$ cat src/rtl/dsm_sample_scheduler.sv
// Sample scheduler for the first-order DSM DAC: buffers PCM samples in a small FIFO
// and hands one to the modulator every r_osr clocks, with start / stop / drain control.
module dsm_sample_scheduler #(
    parameter int DATA_WIDTH = 16,
    parameter int FIFO_DEPTH = 4,
    parameter int OSR_WIDTH  = 16
) (
    input  logic                  i_clk,
    input  logic                  i_rst_n,
    input  logic                  i_start,
    input  logic                  i_stop,
    input  logic [OSR_WIDTH-1:0]  i_osr,
    input  logic                  i_s_valid,
    output logic                  o_s_ready,
    input  logic [DATA_WIDTH-1:0] i_s_data,
    output logic                  o_dac_en,
    output logic [DATA_WIDTH-1:0] o_dac_data,
    output logic                  o_sample_tick,
    output logic                  o_underflow,
    output logic                  o_busy
);

    localparam int AW = (FIFO_DEPTH > 1) ? $clog2(FIFO_DEPTH) : 1;

    typedef enum logic [1:0] {IDLE, RUN, DRAIN} state_t;

    state_t                state;
    state_t                state_nxt;
    logic [AW-1:0]         wr_ptr;
    logic [AW-1:0]         rd_ptr;
    logic [AW:0]           count;
    logic [DATA_WIDTH-1:0] mem [FIFO_DEPTH];
    logic [OSR_WIDTH-1:0]  r_osr;
    logic [OSR_WIDTH-1:0]  div;
    logic [OSR_WIDTH-1:0]  osr_clamped;
    logic                  start_go;
    logic                  tick;
    logic                  fifo_empty;
    logic                  fifo_full;
    logic                  push;
    logic                  pop;

    // The start edge itself is a tick, so the first sample reaches the modulator at once.
    assign start_go    = (state == IDLE) && i_start && !i_stop;
    assign tick        = start_go || ((state != IDLE) && (div == r_osr - OSR_WIDTH'(1)));
    assign fifo_empty  = (count == '0);
    assign fifo_full   = (count == (AW+1)'(FIFO_DEPTH));
    assign push        = i_s_valid && o_s_ready;
    assign pop         = tick && !fifo_empty;
    assign osr_clamped = (i_osr < OSR_WIDTH'(2)) ? OSR_WIDTH'(2) : i_osr;

    always_ff @(posedge i_clk or negedge i_rst_n) begin
        if (!i_rst_n) begin
            state <= IDLE;
        end else begin
            state <= state_nxt;
        end
    end

    always_comb begin
        state_nxt = state;
        case (state)
            IDLE:    if (start_go) state_nxt = RUN;
            RUN:     if (i_stop) state_nxt = DRAIN;
            DRAIN:   if (tick && fifo_empty) state_nxt = IDLE;
            default: state_nxt = IDLE;
        endcase
    end

    always_comb begin
        o_s_ready = !fifo_full && (state != DRAIN);
        o_dac_en  = (state != IDLE);
        o_busy    = (state != IDLE);
    end

    always_ff @(posedge i_clk or negedge i_rst_n) begin
        if (!i_rst_n) begin
            wr_ptr <= '0;
            rd_ptr <= '0;
            count  <= '0;
        end else begin
            if (push) wr_ptr <= wr_ptr + AW'(1);
            if (pop)  rd_ptr <= rd_ptr + AW'(1);
            case ({push, pop})
                2'b10:   count <= count + (AW+1)'(1);
                2'b01:   count <= count - (AW+1)'(1);
                default: count <= count;
            endcase
        end
    end

    always_ff @(posedge i_clk) begin
        if (push) mem[wr_ptr] <= i_s_data;
    end

    always_ff @(posedge i_clk or negedge i_rst_n) begin
        if (!i_rst_n) begin
            r_osr <= OSR_WIDTH'(2);
            div   <= '0;
        end else if (start_go) begin
            r_osr <= osr_clamped;
            div   <= '0;
        end else if (state != IDLE) begin
            div <= tick ? '0 : div + OSR_WIDTH'(1);
        end
    end

    // An empty FIFO at a tick is an underflow in RUN, but the end of playback in DRAIN.
    always_ff @(posedge i_clk or negedge i_rst_n) begin
        if (!i_rst_n) begin
            o_dac_data    <= '0;
            o_sample_tick <= 1'b0;
            o_underflow   <= 1'b0;
        end else begin
            o_sample_tick <= 1'b0;
            if (start_go) o_underflow <= 1'b0;
            if (tick) begin
                if (!fifo_empty) begin
                    o_dac_data    <= mem[rd_ptr];
                    o_sample_tick <= 1'b1;
                end else if (state == DRAIN) begin
                    o_dac_data <= '0;
                end else begin
                    o_underflow   <= 1'b1;
                    o_sample_tick <= 1'b1;
                end
            end
        end
    end

endmodule

$ cat config.mk
export PLATFORM = sky130hd
export DESIGN_NAME = dsm_sample_scheduler
export DESIGN_NICKNAME = d
export VERILOG_FILES = /design/src/rtl/dsm_sample_scheduler.sv
export SDC_FILE = /design/constraint.sdc
export NUM_CORES = 1
export LEC_CHECK = 0
export CAP_MARGIN = 5
export CORE_AREA = 4 4 109 111
export CTS_BUF_LIST = sky130_fd_sc_hd__clkbuf_8 sky130_fd_sc_hd__clkbuf_16
export DETAILED_ROUTE_END_ITERATION = 16
export DIE_AREA = 0 0 113 115
export GPL_TIMING_DRIVEN = 0
export PLACE_DENSITY = 0.8
export SLEW_MARGIN = 20
export SYNTH_ARGS = -nofsm -noshare
export SYNTH_HDL_FRONTEND = slang
export SYNTH_SLANG_ARGS = --single-unit
$ cat constraint.sdc
create_clock -name i_clk -period 3.9 [get_ports i_clk]
set_clock_uncertainty 0.15 [all_clocks]
set_input_delay 0.975 -clock i_clk [delete_from_list [all_inputs] [get_ports i_clk]]
set_output_delay 0.975 -clock i_clk [all_outputs]
set_load 0.02 [all_outputs]
Word level (Yosys, flattened, before mapping)
Memories as Yosys holds them, arrays and structs flattened.
Cells that the tools add are included.
- reduce and logical (&&, ||, !) cells: 18
- equal/unequal tests: 11
- $add $sub $neg: 6
- $lt $le $gt $ge: 1
- mux-type cells: 20
- operator list (cell ; number):
    16-bit 2-to-1 mux ; 6
    16-bit by 1-bit adder with 16-bit output (second input constant) ; 1
    16-bit equality test ; 1
    16-bit by 2-bit less-than comparator with 1-bit output (second input constant) ; 1
    16-bit by 1-bit subtractor with 16-bit output (second input constant) ; 1
    1-bit 2-to-1 mux ; 9
    2-bit inequality test (second input constant) ; 4
    1-bit logical AND ; 7
    2-bit 2-to-1 mux ; 3
    2-bit one-hot mux with 3 select lines ; 1
    3-bit one-hot mux with 2 select lines ; 1
    2-bit nonzero test ; 3
    2-bit by 1-bit adder with 2-bit output (second input constant) ; 2
    2-bit by 1-bit equality test with 1-bit output (second input constant) ; 2
    2-bit equality test (second input constant) ; 2
    3-bit by 1-bit adder with 3-bit output (second input constant) ; 1
    3-bit equality test (second input constant) ; 1
    1-bit zero test ; 3
    3-bit zero test ; 1
    3-bit AND reduction ; 1
    3-bit by 1-bit subtractor with 3-bit output (second input constant) ; 1
    2-bit zero test ; 1
    2-bit by 1-bit inequality test with 1-bit output (second input constant) ; 1
    2-bit AND reduction ; 1
    1-bit logical OR ; 1
- output and inout port bits: 21
- memories: 1
- input bits: 37
- word-level logic and storage cells: 66
- register bits: 59
- bits in writable memories: 64
- memories (memory ; depth ; width ; read ports ; clocked after Yosys merged registers in ; write ports ; RTL line ; RTL):
    mem ; 4 ; 16 ; 1 ; 0 ; 1 ; 32 ; logic [DATA_WIDTH-1:0] mem [FIFO_DEPTH];

Logic depth before layout (Yosys ltp)
Gate-level depths: netlist (run 1).
- depth in word-level cells: 7
- depth in mapped cells: 15
- gate-level depth less buffers: 15

Worst setup path before layout (run 1)
No wires, ideal clock.
- path type: reg2reg
- start: reg r_osr[0]
- end: reg count[2]
- cell stages (with the launch flop): 16
- setup time: 0.079 ns
- required time: 3.671 ns
- path slack: 0.186 ns
- clock period less this slack: 3.714 ns
- path buffers: 0
- arrival: 3.485 ns
- cells stage by stage: dfrtp_1 inv_1 ha_1 or4b_2 o22ai_1 o21ai_0 or4_4 nor4_4 o21ai_0 inv_1 ha_1 inv_1 fa_1 xor2_1 nor2_1 xor2_1
- cells in the longest elaborated chain, start to end: 7
- elaborated cells between the ends (all ways): 9
- classes of those cells: add/sub (1); eq/ne (3); mux (1); reduce/logical (4)
- ends and longest elaborated chain (item ; RTL line ; RTL):
    from (decl) ; 33 ; logic [OSR_WIDTH-1:0] r_osr;
    from (signal assigned) ; 101 ; r_osr <= osr_clamped;
    16-bit by 1-bit subtractor with 16-bit output (*) ; 45 ; assign tick = start_go || ((state != IDLE) && (div == r_osr - OSR_WIDTH'(1)));
    16-bit equality test (*) ; 45 ;
    1-bit logical AND (*) ; 45 ;
    1-bit logical OR (*) ; 45 ;
    1-bit logical AND (*) ; 49 ; assign pop = tick && !fifo_empty;
    named net pop ; 41 ; logic pop;
    2-bit by 1-bit equality test with 1-bit output or 2-bit equality test (tied branches) ; 84 ; case ({push, pop})
    3-bit one-hot mux with 2 select lines or 2-bit nonzero test (tied branches) ; n/a ;
    to (signal assigned) ; 85 ; 2'b10: count <= count + (AW+1)'(1);
    to (signal assigned) ; 86 ; 2'b01: count <= count - (AW+1)'(1);
    to (signal assigned) ; 87 ; default: count <= count;
    to (decl) ; 31 ; logic [AW:0] count;
The timed path passes the listed nets; every way through them passes the cells marked *.
A chain may end at the register's enable or synchronous reset.

Worst setup path in the final report (run 1)
- start: reg r_osr[6]
- end: reg count[2]
The elaborated chain is that of the path after synthesis.

==> results of run 1 <==
==> flip-flops by register name, indices dropped and copies added (netlist names) <==
register	flops
count	3
state	2
o_dac_data	16
mem	64
wr_ptr	2
r_osr	16
div	16
o_sample_tick	1
rd_ptr	2
o_underflow	1
==> worst reg2reg max path, delay by kind of cell (launching register included) <==
kind / cells / cell delay, ps
flops: 1 / 440
simple gates: 5 / 1820
buf+inv: 2 / 140
fa+ha+maj: 2 / 540
compound gates: 1 / 120
xor+xnor: 3 / 460
==> routing by layer <==
layer / track usage, % / vias up
li1: - / 1611
met3: 5.63 / 16
met2: 34.4 / 126
met4: 7.93 / 0
met5: 0 / -
met1: 23.1 / 1809
==> power groups by stage <==
stage                     combinational, mW  clock (mW)  sequential [mW]
final                                  1.38        1.58             1.83
after global routing                   1.49        1.66             1.86
after CTS                              1.33        1.59             1.82
after detailed placement               1.30           0             1.84
after global placement                 1.24           0             1.83
after floorplan                       0.818           0             1.86
==> layout make-up <==
| class | count | area (µm²) | area share (%) |
|---|---|---|---|
| well taps | 140 | 175 | 2.53 |
| inverters | 11 | 41.3 | 0.597 |
| repair buffers | 64 | 641 | 9.27 |
| clock buffers | 17 | 414 | 5.99 |
| plain buffers | 19 | 103 | 1.48 |
| clock inverters | 15 | 176 | 2.55 |
| flip-flops and latches | 123 | 3400 | 49.2 |
| multi-input cells | 227 | 1960 | 28.4 |
==> cell usage after synthesis (4+ instances only) <==
master | n | area, µm²
edfxtp_1 | 64 | 1920
dfrtp_1 | 58 | 1450
nor2_1 | 28 | 105
xor2_1 | 20 | 175
xnor2_1 | 18 | 158
a32o_1 | 16 | 160
mux4_2 | 16 | 360
mux2_2 | 15 | 169
clkbuf_1 | 13 | 48.8
inv_1 | 11 | 41.3
nand2_1 | 11 | 41.3
o21ai_0 | 11 | 55.1
nor3_1 | 9 | 45.0
nand3_1 | 8 | 40.0
and3_1 | 7 | 43.8
ha_1 | 7 | 87.6
nand4_1 | 6 | 37.5
nor4_1 | 5 | 31.3
a21oi_1 | 4 | 20.0
nand2b_1 | 4 | 25.0
==> placed cells by master, fill, tap and decap left out, types with 3 or more instances in the layout <==
| master | Yosys | layout |
|---|---|---|
| nand3b_1 | 3 | 3 |
| inv_8 | 0 | 3 |
| mux2_2 | 15 | 15 |
| or4_4 | 3 | 4 |
| and3_1 | 7 | 7 |
| nand2b_1 | 4 | 4 |
| xor2_1 | 20 | 20 |
| buf_4 | 2 | 9 |
| o21ai_0 | 11 | 10 |
| nand3_1 | 8 | 8 |
| clkinv_4 | 0 | 3 |
| dfrtp_1 | 58 | 55 |
| inv_6 | 0 | 6 |
| buf_6 | 3 | 3 |
| dfrtp_2 | 0 | 3 |
| xnor2_1 | 18 | 18 |
| mux4_2 | 16 | 16 |
| clkbuf_1 | 13 | 13 |
| nand2_1 | 11 | 11 |
| o211ai_1 | 3 | 3 |
| nor3_1 | 9 | 9 |
| edfxtp_1 | 64 | 64 |
| clkbuf_16 | 0 | 16 |
| a21oi_1 | 4 | 4 |
| nand4_1 | 6 | 6 |
| clkdlybuf4s50_1 | 0 | 56 |
| nor4_1 | 5 | 5 |
| a32o_1 | 16 | 16 |
| ha_1 | 7 | 6 |
| inv_1 | 11 | 10 |
| nor2_1 | 28 | 28 |
| a31oi_1 | 3 | 3 |
==> kinds of logic (layout without fill, tap and decap cells) <==
| family | after synthesis | count (layout) | share of synthesized area (%) |
|---|---|---|---|
| mux | 32 | 32 | 9.85 |
| simple gates | 101 | 101 | 10.7 |
| fa+ha+maj | 8 | 8 | 1.97 |
| compound gates | 48 | 48 | 6.72 |
| flops | 123 | 123 | 62.1 |
| buf+inv | 30 | 126 | 2.63 |
| xor+xnor | 38 | 38 | 6.08 |
==> timing repair <==
| action | 4_1_cts | 5_1_grt |
|---|---|---|
| setup buffers | 1 | 5 |
| setup endpoints to repair | 2 | 1 |
| gates resized for setup | 4 | 7 |
| cloned | 0 | 0 |
| pin swaps | 1 | 2 |
==> final timing paths <==
path	cells after the start	start	end	slack (ps)
max in group asynchronous	2	i_rst_n	r_osr[1]	2950
worst max register to register	13	r_osr[6]	count[2]	160
worst min register to register	1	state[1]	state[0]	340
worst max-delay path	13	r_osr[6]	count[2]	160
worst min-delay path	1	i_rst_n	r_osr[7]	140
min in group i_clk	1	state[1]	state[0]	340
==> metrics.cfg, run 1 <==
[status]
outcome=complete, no violations

[cells_and_area]
nets=508
area_delta_synth_final_pct=26.3
antenna_cells=0
stdcell_area_mm2=0.00691
instances_no_fill=616
final_layout_size_suffix_gt1_share_pct=20.0
post-route-util_pct=64.1
nFillCells=758

[synthesis]
synthFlopType=edfxtp_1
synth_cell_types=52
synth_edf_count=64
seq_area_frac_synth_pct=62.1
synthArstFlopShare_pct=48.0
synth_fp_nets=425
avgSynthCellArea_um2=14.4
ys_ff_latch=123
syn_inst=380
yosys_warnings=0
syn_area_mm2=0.00547

[floorplan]
start_util_pct=50.7
die_x_um=113
io_pins=58
rows=38
core_area_mm2=0.0108
die_y_um=115
fp.dieArea_mm2=0.0130

[setup_path]
crit_required_ps=4180
cpLargestDelayFamily=simple AND/OR/NAND/NOR gates
crit_fanout=5
cp_data_arrival_time_ps=4010
startpoint_type=register
crit_chain=or4_4, nor4_4, xnor2_1, or4_4, nor4_4, o21ai_2, inv_1, ha_1, inv_1, fa_1, xor2_1, nor2_1, xor2_1
critPathBufInv=2
cp_slowest_stage_delay_ps=600
worstSetupEndpointType=register
path_class=register to register
cp_slowest_cell=or4_4

[place]
hpwl_um=7790
gp_congestion=0.944
pre_cts_ws_ps=-477
dpl-instance-area_mm2=0.00624
placed_cells=578
io_buffers=57

[pwr]
p_switching_mw=1.58
power_density_mw_per_mm2=692
p_comb_share_pct=28.8
total_power_mw=4.78
leakage_nw=2.64
p_sw_share_pct=33.0
p_int_mw=3.20
power.ir.vdd_worst_uv=653
clkPwrFrac_pct=33.0
seq_power_share_pct=38.2

[sta]
worstMarginPinSlew_ps=896
report.final.slew_viol_count=0
setup_viol=0
max_clock_freq_ghz=0.268
period_needed_ps=3740
slew_headroom_pct=40.3
fin_setup_tns_ps=0
hold_viol_final=0
fin_ws_ps=162
holdWs_ps=136
timing.final.crit_share_pct=95.8

[route]
viasPerCell=5.78
route.met3.wl_um=721
m1WireLength_um=4800
route.detailed.drc=0
routed-wl-met2_um=6460
wl_um=12100
first_pass_iters=5
wl_per_cell_um=19.7
vias=3562
ant_nets=0
top_layer_used=met4
drt_iter0_drc=204

[clocking]
cts_hold_buf=0
cts.htree.levels=4
clk_pin_slew_ps=60
cts_tree=built
insertion_delay_ps=510
root_buffer=clkbuf_8
numCtsBuffers=17
clk_path_buf_depth=2
cts_sinks=123

[grt]
antenna_found_initial=0
grt_overflow=0
grt_pass1_wl_um=19700
grt_pass1_vias=3797
grt_use_total_pct=19.7
grt_max_degree=53

[job]
max_cap_viol_count=0

[worst_hold_path]
hold_class=input port to async pin

Note: power is estimated with default switching activity, not from simulation.
==> run 2, diff against run 1 <==
Settings changed: SKIP_LAST_GASP set to 1.
==> results of run 2 <==
Final layout, timing and power as in run 1 (identical DEF).
==> run 3, diff against run 2 <==
Settings changed: CORE_AREA 4 4 109 111 to 2 2 123 95, DIE_AREA 0 0 113 115 to 0 0 125 97.
==> run 3 against run 2 <==
Non-clock buffer count fell by 5. Clock power barely moved. Die area fell by 6.7%. Global-route usage rose by 0.23 points. Maximum frequency fell by 0.26%. Final cell count fell by 0.81%. Clock-buffer cell count rose by 1. Sequential share of layout area rose by 0.38 points. Via count fell by 0.76%. First-iteration DRC count rose by 44%. Core utilization fell by 0.70 points. Routed wire length fell by 4.2%. Critical path type unchanged. Critical endpoint is now count[1]. Highest routed layer unchanged.
==> metrics.cfg, run 3 (synthesized netlist as in run 1, its figures left out) <==
[status]
outcome=complete, no violations

[worst_hold_path]
min_path_cells=1
hold_class=register to register

[clocking]
numCtsBuffers=17  ; unchanged
clk_path_buf_depth=2  ; unchanged
root_buffer=clkbuf_16
cts_sinks=123  ; unchanged
cts.htree.levels=4  ; unchanged
cts_tree=built
clk_pin_slew_ps=50  ; about the same
insertion_delay_ps=410  ; -100 ps

[floorplan]
rows=33  ; -13%
core_area_mm2=0.0108  ; +0.23%
die_y_um=97  ; -16%
io_pins=58  ; unchanged
start_util_pct=50.6  ; -0.12 points
die_x_um=125  ; +11%
fp.dieArea_mm2=0.0121  ; -6.7%

[grt]
antenna_found_initial=0  ; unchanged
grt_pass1_vias=3628  ; -4.5%
grt_pass1_wl_um=18800  ; -4.6%
grt_use_total_pct=20.0  ; +0.23 points
grt_overflow=0  ; unchanged
grt_max_degree=32  ; -40%

[sta]
holdWs_ps=343  ; +207 ps
hold_viol_final=0  ; unchanged
max_clock_freq_ghz=0.267  ; -0.26%
slew_headroom_pct=38.1  ; -2.1 points
report.final.slew_viol_count=0  ; unchanged
worstMarginPinSlew_ps=928  ; +32.1 ps
period_needed_ps=3750  ; +9.89 ps
rsz0062_at_grt=no
setup_viol=0  ; unchanged
timing.final.crit_share_pct=96.1  ; +0.25 points

[pwr]
leakage_nw=2.60  ; -1.4%
power.ir.vdd_worst_uv=375  ; -43%
total_power_mw=4.69  ; -1.9%
power_density_mw_per_mm2=685  ; -1.0%

[route]
vias=3535  ; -0.76%
viasPerCell=5.79  ; about the same
ant_nets=0  ; unchanged
first_pass_iters=5  ; unchanged
wl_um=11600  ; -4.2%
drt_iter0_drc=294  ; +44%
route.detailed.drc=0  ; unchanged
wl_per_cell_um=19.0  ; -3.4%

[cells_and_area]
post-route-util_pct=63.4  ; -0.70 points
stdcell_area_mm2=0.00685  ; -0.87%
antenna_cells=0  ; unchanged
final_cell_mix=64 x edfxtp_1, 58 x dfrtp_1, 56 x clkdlybuf4s50_1, 28 x nor2_1, 20 x xor2_1
top_register=mem
instances_no_fill=611  ; -0.81%
final_layout_size_suffix_gt1_share_pct=17.4  ; -2.5 points
largest_register_ffs=64  ; unchanged
nets=503  ; -0.98%
area_delta_synth_final_pct=25.2
layout_commonest_cell=edfxtp_1

[setup_path]
reg2reg_to=count[1]
cp_data_arrival_time_ps=3920  ; -90 ps
crit_required_ps=4070  ; -110 ps
reg2reg_slack_ps=150  ; about the same
worstSetupEndpointType=register
endpoint=count[1]
rr_startpoint=r_osr[2]
path_class=register to register
worstSetupStartpoint=r_osr[2]
crit_fanout=8  ; +3
r2r_cells=11  ; -2
startpoint_type=register

[place]
io_buffers=57  ; unchanged
placed_cells=578  ; unchanged
hpwl_um=7730  ; -0.67%
gp_congestion=0.857  ; -9.2%
dpl-instance-area_mm2=0.00624  ; -0.12%

[job]
max_cap_viol_count=0  ; unchanged

==> run 3: worst max-delay path, stage by stage, from the launching register on <==
cell      delay (ps)
dfrtp_1          460
or4_4            600
nor4_1           460
mux2_2           400
a211oi_1         370
nor4_4           100
o21ai_2          180
inv_1             70
ha_1             210
inv_1             80
fa_1             410
o21ai_0          170
==> run 3: how the worst min path moves through the flow <==
stage / startpoint / end / slack, ps
after floorplan: count[2] / count[2] / 310
after global placement: o_dac_data[14] / o_dac_data[14] / 320
after detailed placement: o_dac_data[12] / o_dac_data[12] / 340
after CTS: i_rst_n / r_osr[2] / 340
after global routing: o_dac_data[0] / o_dac_data[0] / 360
final: o_dac_data[12] / o_dac_data[12] / 340
==> run 3: where the power goes <==
part	internal (mW)	leakage (nW)	switching [mW]
clock	1.01	0.282	0.544
sequential	1.59	1.34	0.228
combinational	0.649	0.978	0.673
total	3.25	2.60	1.45
==> run 3: cell type report <==
| cell class | instances | area, µm² |
|---|---|---|
| Fill cell | 756 | 3960 |
| Sequential cell | 123 | 3400 |
| Multi-Input combinational cell | 227 | 1940 |
| Timing Repair Buffer | 59 | 596 |
| Clock buffer | 18 | 439 |
| Tap cell | 140 | 175 |
| Clock inverter | 14 | 156 |
| Buffer | 19 | 103 |
| Inverter | 11 | 41.3 |
==> run 3: per-stage QoR <==
step	setup slack (ps)	setup TNS, ps
floorplan	186	0
global placement	-295	-13080
CTS	81.5	0
detailed placement	-287	-408
finish	152	0
global route	22.2	0
==> run 3: layer usage <==
layer / GRT usage [%] / vias to the layer above / part of all wire [%]
li1: - / 1604 / -
met1: 28.4 / 1795 / 46
met2: 29.9 / 125 / 48
met3: 6.14 / 11 / 5.9
met4: 5.90 / 0 / 0.91
met5: 0 / - / 0
==> run 3: timing repair <==
item,CTS,global route
cloned,0,0
resized for setup,2,4
pin swaps,1,1
endpoints found under the hold margin,0,0
endpoints found under the setup margin,2,1
hold buffers,0,0
setup buffers,1,0
